--- src/rtl/calc_pkg.sv ---
// Shared definitions for the sequential calculator: op codes, FSM states, 7-seg patterns.
// Latency: none (types and pure functions only).
// Backpressure: not applicable.
package calc_pkg;

    // func[1:0] operation select
    typedef enum logic [1:0] {
        OP_ADD = 2'b00,
        OP_SUB = 2'b01,
        OP_MUL = 2'b10,
        OP_DIV = 2'b11
    } op_e;

    // Top-level controller states
    typedef enum logic [1:0] {
        IDLE = 2'd0,
        CALC = 2'd1,
        CONV = 2'd2,
        DONE = 2'd3
    } state_e;

    // All segments off (active-low)
    localparam logic [6:0] SEG_BLANK = 7'h7F;

    // Active-low {a,b,c,d,e,f,g} pattern table for decimal digits; non-decimal codes blank
    function automatic logic [6:0] seg_encode(input logic [3:0] digit);
        logic [6:0] pat;
        case (digit)
            4'd0:    pat = 7'b0000001;
            4'd1:    pat = 7'b1001111;
            4'd2:    pat = 7'b0010010;
            4'd3:    pat = 7'b0000110;
            4'd4:    pat = 7'b1001100;
            4'd5:    pat = 7'b0100100;
            4'd6:    pat = 7'b0100000;
            4'd7:    pat = 7'b0001111;
            4'd8:    pat = 7'b0000000;
            4'd9:    pat = 7'b0000100;
            default: pat = SEG_BLANK;
        endcase
        return pat;
    endfunction

endpackage

--- src/rtl/bin2bcd_seq.sv ---
// Sequential double-dabble: converts a 2*WIDTH-bit unsigned value to DIGITS BCD digits.
// Latency: 2*WIDTH cycles after start_i; done_o marks the last step with bcd_o valid alongside.
// Backpressure: start_i is ignored while busy_o is high; no stall once running.
module bin2bcd_seq #(
    parameter int WIDTH  = 6,
    parameter int DIGITS = 4
) (
    input  logic                  clk,
    input  logic                  rst_n,
    input  logic                  start_i,
    input  logic [2*WIDTH-1:0]    bin_i,
    output logic                  busy_o,
    output logic                  done_o,
    output logic [4*DIGITS-1:0]   bcd_o
);

    localparam int NB    = 2 * WIDTH;
    localparam int BW    = 4 * DIGITS;
    localparam int CNT_W = $clog2(NB) + 1;

    logic               busy_q;
    logic [CNT_W-1:0]   cnt_q;
    logic [BW-1:0]      bcd_q;
    logic [NB-1:0]      bin_q;
    logic [BW-1:0]      adj;
    logic [BW+NB-1:0]   shifted;
    logic [NB-1:0]      bin_step;
    logic               last;

    // One double-dabble step: add 3 to every digit >= 5, then shift one binary bit in
    always_comb begin
        adj = bcd_q;
        for (int k = 0; k < DIGITS; k++) begin
            if (bcd_q[4*k +: 4] >= 4'd5) begin
                adj[4*k +: 4] = bcd_q[4*k +: 4] + 4'd3;
            end
        end
        shifted = {adj, bin_q} << 1;
    end

    assign bcd_o    = shifted[BW+NB-1:NB];
    assign bin_step = shifted[NB-1:0];
    assign last     = (cnt_q == CNT_W'(NB - 1));
    assign busy_o   = busy_q;
    assign done_o   = busy_q && last;

    // Load on start, then step once per cycle for NB cycles
    always_ff @(posedge clk) begin
        if (!rst_n) begin
            busy_q <= 1'b0;
            cnt_q  <= '0;
            bcd_q  <= '0;
            bin_q  <= '0;
        end else if (start_i && !busy_q) begin
            busy_q <= 1'b1;
            cnt_q  <= '0;
            bcd_q  <= '0;
            bin_q  <= bin_i;
        end else if (busy_q) begin
            bcd_q  <= bcd_o;
            bin_q  <= bin_step;
            cnt_q  <= cnt_q + CNT_W'(1);
            if (last) begin
                busy_q <= 1'b0;
            end
        end
    end

endmodule

--- src/rtl/seq_calc_top.sv ---
// Sequential signed add/sub/mul/div with BCD and 7-segment presentation of the result.
// Latency: done pulses 1+2*WIDTH+1 cycles after acceptance for add/sub, WIDTH+2*WIDTH+1 for mul/div.
// Backpressure: start is accepted only in IDLE; requests while busy (including the DONE cycle) are dropped.
module seq_calc_top
    import calc_pkg::*;
#(
    parameter int WIDTH  = 6,
    parameter int DIGITS = 4
) (
    input  logic                  clk,
    input  logic                  rst_n,
    input  logic                  start,
    input  logic [WIDTH-1:0]      a,
    input  logic [WIDTH-1:0]      b,
    input  logic [2:0]            func,
    output logic                  busy,
    output logic                  done,
    output logic [2*WIDTH-1:0]    out,
    output logic                  err,
    output logic [4*DIGITS-1:0]   bcd,
    output logic                  neg,
    output logic [7*DIGITS-1:0]   seg
);

    localparam int RW = 2 * WIDTH;
    localparam int CW = $clog2(WIDTH) + 1;

    state_e state_q, state_d;

    // Latched request
    op_e                op_q;
    logic               sel_q;
    logic [WIDTH-1:0]   a_q, b_q;

    // Iteration datapath: shift-add multiplier and restoring divider on magnitudes
    logic [CW-1:0]      cnt_q, cnt_d;
    logic [RW-1:0]      prod_q, prod_d;
    logic [RW-1:0]      mcand_q, mcand_d;
    logic [WIDTH-1:0]   mplr_q, mplr_d;
    logic [WIDTH-1:0]   quo_q, quo_d;
    logic [WIDTH-1:0]   rem_q, rem_d;
    logic [WIDTH-1:0]   mag_a_in, mag_b_in, mag_b;
    logic [WIDTH:0]     div_shift;

    // Result path
    logic [WIDTH:0]     addsub;
    logic               sgn_diff;
    logic [RW-1:0]      res_d, res_q, res_mag;
    logic               rerr_d, rerr_q;

    // Control
    logic               accept, calc_last;
    logic               conv_busy, conv_done;
    logic [4*DIGITS-1:0] conv_bcd;

    // Display path
    logic [7*DIGITS-1:0] seg_d;
    logic                lead_zero;
    logic [3:0]          digit;

    // Held outputs
    logic [RW-1:0]       out_q;
    logic                err_q, neg_q;
    logic [4*DIGITS-1:0] bcd_q;
    logic [7*DIGITS-1:0] seg_q;

    assign accept    = (state_q == IDLE) && start;
    assign calc_last = (state_q == CALC) &&
                       ((op_q == OP_ADD) || (op_q == OP_SUB) || (cnt_q == CW'(WIDTH - 1)));

    assign mag_a_in  = a[WIDTH-1]   ? -a   : a;
    assign mag_b_in  = b[WIDTH-1]   ? -b   : b;
    assign mag_b     = b_q[WIDTH-1] ? -b_q : b_q;
    assign div_shift = {rem_q, quo_q[WIDTH-1]};

    // FSM state register
    always_ff @(posedge clk) begin
        if (!rst_n) begin
            state_q <= IDLE;
        end else begin
            state_q <= state_d;
        end
    end

    // FSM next state and status outputs; busy covers every non-IDLE state so DONE also drops start
    always_comb begin
        state_d = state_q;
        busy    = 1'b0;
        done    = 1'b0;
        case (state_q)
            IDLE: begin
                if (start) state_d = CALC;
            end
            CALC: begin
                busy = 1'b1;
                if (calc_last) state_d = CONV;
            end
            CONV: begin
                busy = 1'b1;
                if (conv_done) state_d = DONE;
            end
            DONE: begin
                busy    = 1'b1;
                done    = 1'b1;
                state_d = IDLE;
            end
            default: state_d = IDLE;
        endcase
    end

    // Iteration next-state: load magnitudes on acceptance, one mul and one div step per CALC cycle
    always_comb begin
        cnt_d   = cnt_q;
        prod_d  = prod_q;
        mcand_d = mcand_q;
        mplr_d  = mplr_q;
        quo_d   = quo_q;
        rem_d   = rem_q;
        if (accept) begin
            cnt_d   = '0;
            prod_d  = '0;
            mcand_d = {{WIDTH{1'b0}}, mag_a_in};
            mplr_d  = mag_b_in;
            quo_d   = mag_a_in;
            rem_d   = '0;
        end else if (state_q == CALC) begin
            cnt_d   = cnt_q + CW'(1);
            if (mplr_q[0]) begin
                prod_d = prod_q + mcand_q;
            end
            mcand_d = mcand_q << 1;
            mplr_d  = mplr_q >> 1;
            if (div_shift >= {1'b0, mag_b}) begin
                rem_d = WIDTH'(div_shift - {1'b0, mag_b});
                quo_d = {quo_q[WIDTH-2:0], 1'b1};
            end else begin
                rem_d = div_shift[WIDTH-1:0];
                quo_d = {quo_q[WIDTH-2:0], 1'b0};
            end
        end
    end

    // Iteration registers and latched request
    always_ff @(posedge clk) begin
        if (!rst_n) begin
            cnt_q   <= '0;
            prod_q  <= '0;
            mcand_q <= '0;
            mplr_q  <= '0;
            quo_q   <= '0;
            rem_q   <= '0;
            op_q    <= OP_ADD;
            sel_q   <= 1'b0;
            a_q     <= '0;
            b_q     <= '0;
        end else begin
            cnt_q   <= cnt_d;
            prod_q  <= prod_d;
            mcand_q <= mcand_d;
            mplr_q  <= mplr_d;
            quo_q   <= quo_d;
            rem_q   <= rem_d;
            if (accept) begin
                op_q  <= op_e'(func[1:0]);
                sel_q <= func[2];
                a_q   <= a;
                b_q   <= b;
            end
        end
    end

    // Signed result from the final iteration values; only meaningful on the last CALC cycle
    always_comb begin
        sgn_diff = a_q[WIDTH-1] ^ b_q[WIDTH-1];
        addsub   = (op_q == OP_SUB) ? ({a_q[WIDTH-1], a_q} - {b_q[WIDTH-1], b_q})
                                    : ({a_q[WIDTH-1], a_q} + {b_q[WIDTH-1], b_q});
        res_d    = '0;
        rerr_d   = 1'b0;
        case (op_q)
            OP_ADD, OP_SUB: begin
                res_d  = {{(RW-WIDTH-1){addsub[WIDTH]}}, addsub};
                rerr_d = addsub[WIDTH] ^ addsub[WIDTH-1];
            end
            OP_MUL: begin
                res_d  = sgn_diff ? -prod_d : prod_d;
            end
            OP_DIV: begin
                if (mag_b == '0) begin
                    rerr_d = 1'b1;
                end else begin
                    res_d  = sgn_diff ? -{{WIDTH{1'b0}}, quo_d} : {{WIDTH{1'b0}}, quo_d};
                end
            end
            default: res_d = '0;
        endcase
        res_mag = res_d[RW-1] ? -res_d : res_d;
    end

    // Hold the signed result through conversion
    always_ff @(posedge clk) begin
        if (!rst_n) begin
            res_q  <= '0;
            rerr_q <= 1'b0;
        end else if (calc_last) begin
            res_q  <= res_d;
            rerr_q <= rerr_d;
        end
    end

    bin2bcd_seq #(
        .WIDTH  (WIDTH),
        .DIGITS (DIGITS)
    ) u_bin2bcd (
        .clk     (clk),
        .rst_n   (rst_n),
        .start_i (calc_last && !conv_busy),
        .bin_i   (res_mag),
        .busy_o  (conv_busy),
        .done_o  (conv_done),
        .bcd_o   (conv_bcd)
    );

    // 7-seg encode, blanking zeros above the most significant non-zero digit; digit 0 always shown
    always_comb begin
        seg_d     = '1;
        lead_zero = 1'b1;
        digit     = '0;
        for (int k = DIGITS - 1; k >= 0; k--) begin
            digit = conv_bcd[4*k +: 4];
            if ((k != 0) && lead_zero && (digit == 4'd0)) begin
                seg_d[7*k +: 7] = SEG_BLANK;
            end else begin
                lead_zero       = 1'b0;
                seg_d[7*k +: 7] = seg_encode(digit);
            end
        end
    end

    // Visible results change only on the edge entering DONE
    always_ff @(posedge clk) begin
        if (!rst_n) begin
            out_q <= '0;
            err_q <= 1'b0;
            neg_q <= 1'b0;
            bcd_q <= '0;
            seg_q <= '1;
        end else if ((state_q == CONV) && conv_done) begin
            out_q <= sel_q ? {a_q, b_q} : res_q;
            err_q <= rerr_q;
            neg_q <= res_q[RW-1];
            bcd_q <= conv_bcd;
            seg_q <= seg_d;
        end
    end

    assign out = out_q;
    assign err = err_q;
    assign neg = neg_q;
    assign bcd = bcd_q;
    assign seg = seg_q;

endmodule

--- config.mk ---
export PLATFORM = sky130hd
export DESIGN_NAME = seq_calc_top
export DESIGN_NICKNAME = d
export VERILOG_FILES = /design/src/rtl/calc_pkg.sv /design/src/rtl/bin2bcd_seq.sv /design/src/rtl/seq_calc_top.sv
export SDC_FILE = /design/constraint.sdc
export NUM_CORES = 1
export LEC_CHECK = 0
export CAP_MARGIN = 20
export CORE_ASPECT_RATIO = 1.75
export CORE_UTILIZATION = 55
export CTS_BUF_LIST = sky130_fd_sc_hd__clkbuf_4 sky130_fd_sc_hd__clkbuf_8
export DETAILED_ROUTE_END_ITERATION = 10
export PLACE_DENSITY = 0.76
export SYNTH_ARGS = -nofsm -noshare
export SYNTH_HDL_FRONTEND = slang
export SYNTH_HIERARCHICAL = 1
export SYNTH_SLANG_ARGS = --single-unit
--- constraint.sdc ---
create_clock -name clk -period 4.9 [get_ports clk]
set_clock_uncertainty 0.05 [all_clocks]
set_input_delay 0.98 -clock clk [delete_from_list [all_inputs] [get_ports clk]]
set_output_delay 0.98 -clock clk [all_outputs]
set_load 0.01 [all_outputs]
# Yosys cells after proc, flatten, opt, wreduce, memory -nomap -nowiden
# Memory sizes are Yosys's and may differ from the RTL's. A register that Yosys moved wholly into a read port is not among the register bits.
# Index checks and enable logic that the tools add are counted.
classes:
  eq_ne: 11
  shift: 0
  reduce_logical: 25
  n_bitwise: 3
  mux: 43
  n_div: 0
  n_mul: 0
  n_addsub: 16
  n_lt_le_gt_ge: 5
op_table:
  columns: ["op", "n"]
  rows:
  - ["12-bit two-way mux", 10]
  - ["6-bit two-way mux", 10]
  - ["12-bit one-hot mux with 3 select lines", 1]
  - ["7-bit two-way mux", 4]
  - ["12-bit negator", 2]
  - ["6-bit negator", 3]
  - ["4-bit by 3-bit >= comparator with 1-bit output, second input constant", 4]
  - ["12-bit adder", 1]
  - ["4-bit by 2-bit adder with 4-bit output, second input constant", 3]
  - ["4-bit zero test", 3]
  - ["4-bit two-way mux", 3]
  - ["6-bit negator with 12-bit output", 1]
  - ["1-bit two-way mux", 9]
  - ["2-bit equality test, second input constant", 4]
  - ["1-bit logical AND", 8]
  - ["2-bit one-hot mux with 4 select lines", 1]
  - ["6-bit by 6-bit adder with 7-bit output", 1]
  - ["7-bit by 6-bit >= comparator with 1-bit output", 1]
  - ["6-bit by 6-bit subtractor with 7-bit output", 1]
  - ["6-bit zero test", 1]
  - ["2-bit two-way mux", 3]
  - ["2-bit != test, second input constant", 3]
  - ["2-bit OR reduction", 3]
  - ["6-bit subtractor", 1]
  - ["other kinds (16)", 22]
totals:
  ram_bits: 0
  regBits: 168
  mem_count: 4
  romBits: 448
  latchBits: 0
memory_table:
  columns: ["name", "depth", "word_bits", "rd", "rd_clocked_by_memory_dff", "wr", "line_no", "text"]
  rows:
  - ["(name not given)", 16, 7, 1, 0, 0, "calc_pkg.sv:28", "case (digit)"]
  - ["(name not given)", 16, 7, 1, 0, 0, "calc_pkg.sv:28", null]
  - ["(name not given)", 16, 7, 1, 0, 0, "calc_pkg.sv:28", null]
  - ["(name not given)", 16, 7, 1, 1, 0, "calc_pkg.sv:28", null]

# Depth between registers and ports, before layout
depth:
  depth_word: 13
  depth_mapped: 25

# Cells and area by module
# The synthesis kept the hierarchy.
by_module_without_submodules:
  columns: ["module", "area_each_um2", "seq_area_each_um2", "cells_per_inst", "instances"]
  rows:
  - ["seq_calc_top", 8463.1, 2682.6, 1054, 1]
  - ["bin2bcd_seq", 1856.8, 680.7, 225, 1]

# Least setup slack after synthesis
# OpenSTA, ideal clock, no wires.
synth_timing:
  path_kind: "flip-flop to flip-flop"
  start: "reg b_q[1]"
  end: "reg u_bin2bcd.bin_q[10]"
  n_path_buf: 1
  t_required_ps: 4791
  setup_time_ps: 59
  t_arrival_ps: 4587
  slack_ps: 204
  stages_incl_launch_ff: 23
  cell_sequence: "dfxtp_1 > clkbuf_1 > or4_1 > nor2_1 > ha_1 > inv_1 > ha_1 > a2111oi_4 > o31ai_2 > or2_2 > inv_1 > ha_1 > inv_1 > o31ai_1 > xor2_1 > a2111oi_2 > and4_1 > nor4b_4 > nand2_1 > a221oi_2 > mux2i_1 > o21ai_1 > and2_1"
synth_via:
  elab_chain_len: 13
synth_rtl:
  columns: ["item", "line_no", "text"]
  rows:
  - ["from (decl)", "seq_calc_top.sv:33", "logic [WIDTH-1:0] a_q, b_q;"]
  - ["from (signal assigned)", "seq_calc_top.sv:155", "b_q <= '0;"]
  - ["from (signal assigned)", "seq_calc_top.sv:167", "b_q <= b;"]
  - ["6-bit negator", "seq_calc_top.sv:73", "assign mag_b = b_q[WIDTH-1] ? -b_q : b_q;"]
  - ["6-bit two-way mux", "seq_calc_top.sv:73", null]
  - ["7-bit by 6-bit >= comparator with 1-bit output", "seq_calc_top.sv:133", "if (div_shift >= {1'b0, mag_b}) begin"]
  - ["1-bit two-way mux", "seq_calc_top.sv:133", null]
  - ["6-bit two-way mux", "seq_calc_top.sv:126", "end else if (state_q == CALC) begin"]
  - ["6-bit two-way mux", "seq_calc_top.sv:119", "if (accept) begin"]
  - ["6-bit negator with 12-bit output", "seq_calc_top.sv:191", "res_d = sgn_diff ? -{{WIDTH{1'b0}}, quo_d} : {{WIDTH{1'b0}}, quo_d};"]
  - ["12-bit two-way mux", "seq_calc_top.sv:191", null]
  - ["12-bit two-way mux", "seq_calc_top.sv:188", "if (mag_b == '0) begin"]
  - ["12-bit one-hot mux with 3 select lines (*)", "seq_calc_top.sv:179", "case (op_q)"]
  - ["12-bit negator", "seq_calc_top.sv:196", "res_mag = res_d[RW-1] ? -res_d : res_d;"]
  - ["12-bit two-way mux (*)", "seq_calc_top.sv:196", null]
  - ["via res_mag[10]", "seq_calc_top.sv:48", "logic [RW-1:0] res_d, res_q, res_mag;"]
  - ["12-bit two-way mux (*)", "bin2bcd_seq.sv:54", "end else if (start_i && !busy_q) begin"]
  - ["to (signal assigned)", "bin2bcd_seq.sv:58", "bin_q <= bin_i;"]
  - ["to (signal assigned)", "bin2bcd_seq.sv:61", "bin_q <= bin_step;"]
  - ["to (decl)", "bin2bcd_seq.sv:24", "logic [NB-1:0] bin_q;"]
# Mark *: on every way through the listed nets, which the timed path passes. The rest lies on a longest branch.
# A chain may end at the register's enable or synchronous reset.

# Worst setup path in the final report
layout_timing:
  start: "reg b_q[0]"
  end: "reg u_bin2bcd.bin_q[10]"
# Same word-level chain as after synthesis.

==> impl_metrics.ini <==
[outcome]
outcome = finished clean

[die]
die_h_um = 183
rows = 65
die_area_um2 = 19300
fp.coreArea_um2 = 18200
die-width_um = 106
ioPinCount = 78
initial_core_util_pct = 56.6

[synth]
syn_area_per_cell_um2 = 8.07
synth-async-reset-ratio_pct = 0
yosys_register_bits = 168
syn-num-nets = 1366
synth.distinct_cells = 90
synth-edff-count = 0
ys.flop_type = dfxtp_1
netlist_instances = 1279
yosysSeqAreaShare_pct = 32.6
yosysWarnings = 13
syn-cell-area_um2 = 10300

[global_route]
gr-total-overflow = 0
grt_pass1_vias = 9242
grt_usage_pct = 28.4
antenna_found_initial = 0
grt_pass1_wl_mm = 43.9
grt_max_degree = 66

[setup_path]
cp_max_fo = 5
crit_type = reg2reg
crit_path_max_incr_delay_ns = 0.42
arrival_ns = 5.07
cp-end-kind = flop
cp_data_required_time_ns = 5.29
worstSetupStartpointType = flop
path_cells = buf_4, inv_1, ha_2, or3b_4, a211oi_4, ha_4, nand4_1, a21oi_1, or2_2, inv_1, ha_1, mux2i_1, o221ai_1, inv_1, ha_1, inv_1, nor2_2, and4_1, nor4b_4, nand2_1, a221oi_2, mux2i_1, o21ai_1, and2_1
cp_common_cell = inv_1
cp_slowest_cell = or3b_4

[routing]
drtPass1Iterations = 5
wirelength_mm = 27.2
wire_per_inst_um = 17.2
ant_nets = 0
vias = 9371
routed_via_density = 5.92
drc = 0
drt_iter0_drc = 464

[placement]
placed_area_um2 = 11400
place.gp.congestion = 0.929
portBuffers = 77
hpwl_mm = 20.0

[power_and_ir_drop]
leakage_nw = 4.54
ir_worst_vdd_uv = 338
power_density_nw_per_um2 = 577

[clocking]
htreeDepth = 4
clock_sinks = 168
insertion_delay_ns = 0.50
cts_buffers = 17
cts_tree = yes
clk_path_buf_depth = 2
postCtsHoldBufs = 0
clkSlewWorstSetupHoldPaths_ns = 0.09
clock-root-buffer = clkbuf_8

[timing]
fin_setup_tns_ns = 0
setup_viol = 0
min_period_ns = 4.68
worst_pin_slew_ns = 0.902
hold_viol = 0
fin_crit_sh_pct = 95.4
slew_violations = 0
relSlewSlack_pct = 38.2
fmax_mhz = 214

[run]
drv_cap = 0

[finish]
multiInputGateArea_um2 = 6520
seq_area_um2 = 3370
n_fill_cell = 1597
finalNetCount = 1423
drive_gt1_share_pct = 8.52
postLayoutCellArea_um2 = 11900
syn_to_final_growth_pct = 15.0
antenna_cells = 0

[min_path]
hold_path.class = reg2reg
[worst paths after layout]
path | end | cells after the start | slack (ns) | start
max | u_bin2bcd/bin_q[10] | 24 | 0.22 | b_q[0]
min | bcd[6] | 2 | 0.41 | bcd[6]
max reg2reg | u_bin2bcd/bin_q[10] | 24 | 0.22 | b_q[0]
min reg2reg | bcd[6] | 2 | 0.41 | bcd[6]
[synthesized netlist by cell type (5+ instances only)]
master	n	area (um2)
a211o_1	8	70.1
o221ai_1	6	52.6
mux2i_1	58	581
buf_1	7	26.3
ha_1	66	826
dfxtp_1	168	3360
a21o_1	7	52.6
inv_1	52	195
o31ai_1	9	67.6
nand3_1	14	70.1
nor2b_1	20	125
nand2_1	176	661
xnor2_1	33	289
o21ai_1	8	40.0
a221o_1	10	100
o22ai_1	6	37.5
nor2_1	133	499
nand4_1	7	43.8
a21oi_1	96	480
clkbuf_1	54	203
o21ai_0	55	275
and2_1	23	144
and3_1	8	50.1
a21boi_0	5	37.5
o211ai_1	6	45.0
a211oi_1	48	360
buf_2	12	60.1
o21a_1	7	52.6
xor2_1	18	158
nand2b_1	18	113
a31oi_1	9	56.3
nor3_1	24	120
nor4_1	7	43.8
[repair_timing]
| item | in CTS | in global routing |
|---|---|---|
| buffers inserted | 0 | 1 |
| setup endpoints to repair | 0 | 7 |
| resized for setup | 0 | 17 |
[flip-flops by register name, indices dropped and copies added (netlist names), 5 cells and up]
name,count
u_bin2bcd/bcd_q,16
rem_q,6
quo_q,6
u_bin2bcd/bin_q,12
a_q,6
u_bin2bcd/cnt_q,5
prod_q,12
mplr_q,6
b_q,6
mcand_q,12
out,12
bcd,16
seg,28
res_q,12
[through the flow]
stage | std cells | hold WS (ns) | worst slack [ns] | util (%) | power [mW]
final | 1583 | 0.409 | 0.224 | 65.2 | 6.85
after global placement | 1550 | 0.394 | 0.153 | 62.3 | 5.56
after floorplan | 1279 | 0.379 | 0.204 | - | 4.65
after CTS | 1582 | 0.413 | 0.0579 | 64.6 | 6.72
after detailed placement | 1550 | 0.399 | 0.106 | 62.3 | 5.63
after global routing | 1583 | 0.429 | -0.0485 | 65.2 | 7.33
[cell usage in the layout (no fill, tap or decap), types with 10 or more instances in the layout]
cell,instances
a21oi_1,96
clkbuf_8,20
and2_1,23
nor3_1,24
a211oi_1,48
nand2b_1,18
dfxtp_1,166
buf_4,36
clkdlybuf4s50_1,77
nor2b_1,19
a221o_1,10
xor2_1,18
xnor2_1,32
ha_1,62
inv_1,52
nand3_1,13
o21ai_0,55
nor2_1,132
nand2_1,176
mux2i_1,58
[final cells by class]
cell class | instances | area share, %
flip-flops and latches | 168 | 28.3
well taps | 234 | 2.47
inverters | 56 | 1.77
multi-input cells | 979 | 54.9
repair buffers | 114 | 8.94
clock inverters | 10 | 1.10
clock buffers | 22 | 2.44
[worst max-delay path: cells and delay by family (launching register included)]
kind | cells | cell delay (ns)
adders and majority gates | 4 | 0.92
AOI/OAI and AO/OA | 5 | 0.88
buffers and inverters | 5 | 0.53
DFF | 1 | 0.35
and+or+nand+nor | 8 | 1.67
muxes | 2 | 0.23
[per-layer routing]
metal	global-route usage, %	vias up	routed length (um)
met3	4.62	110	974
met1	29.2	4398	10500
li1	-	4617	-
met5	0	-	0
met2	52.8	246	14200
met4	18.1	0	1540
[power by group]
part | total, mW | internal [mW] | switching, mW
logic | 3.98 | 1.64 | 2.34
registers | 1.80 | 1.58 | 0.216
clock network | 1.07 | 0.516 | 0.550
total | 6.85 | 3.74 | 3.11
[cell families after synthesis]
family,after synthesis,synth area share (%)
fa+ha+maj,69,8.58
xor+xnor,52,4.49
mux,60,5.87
flops,168,32.6
buf+inv,132,5.13
simple gates,466,21.3
compound gates,332,22.0
(Power assumes the default switching activity.)
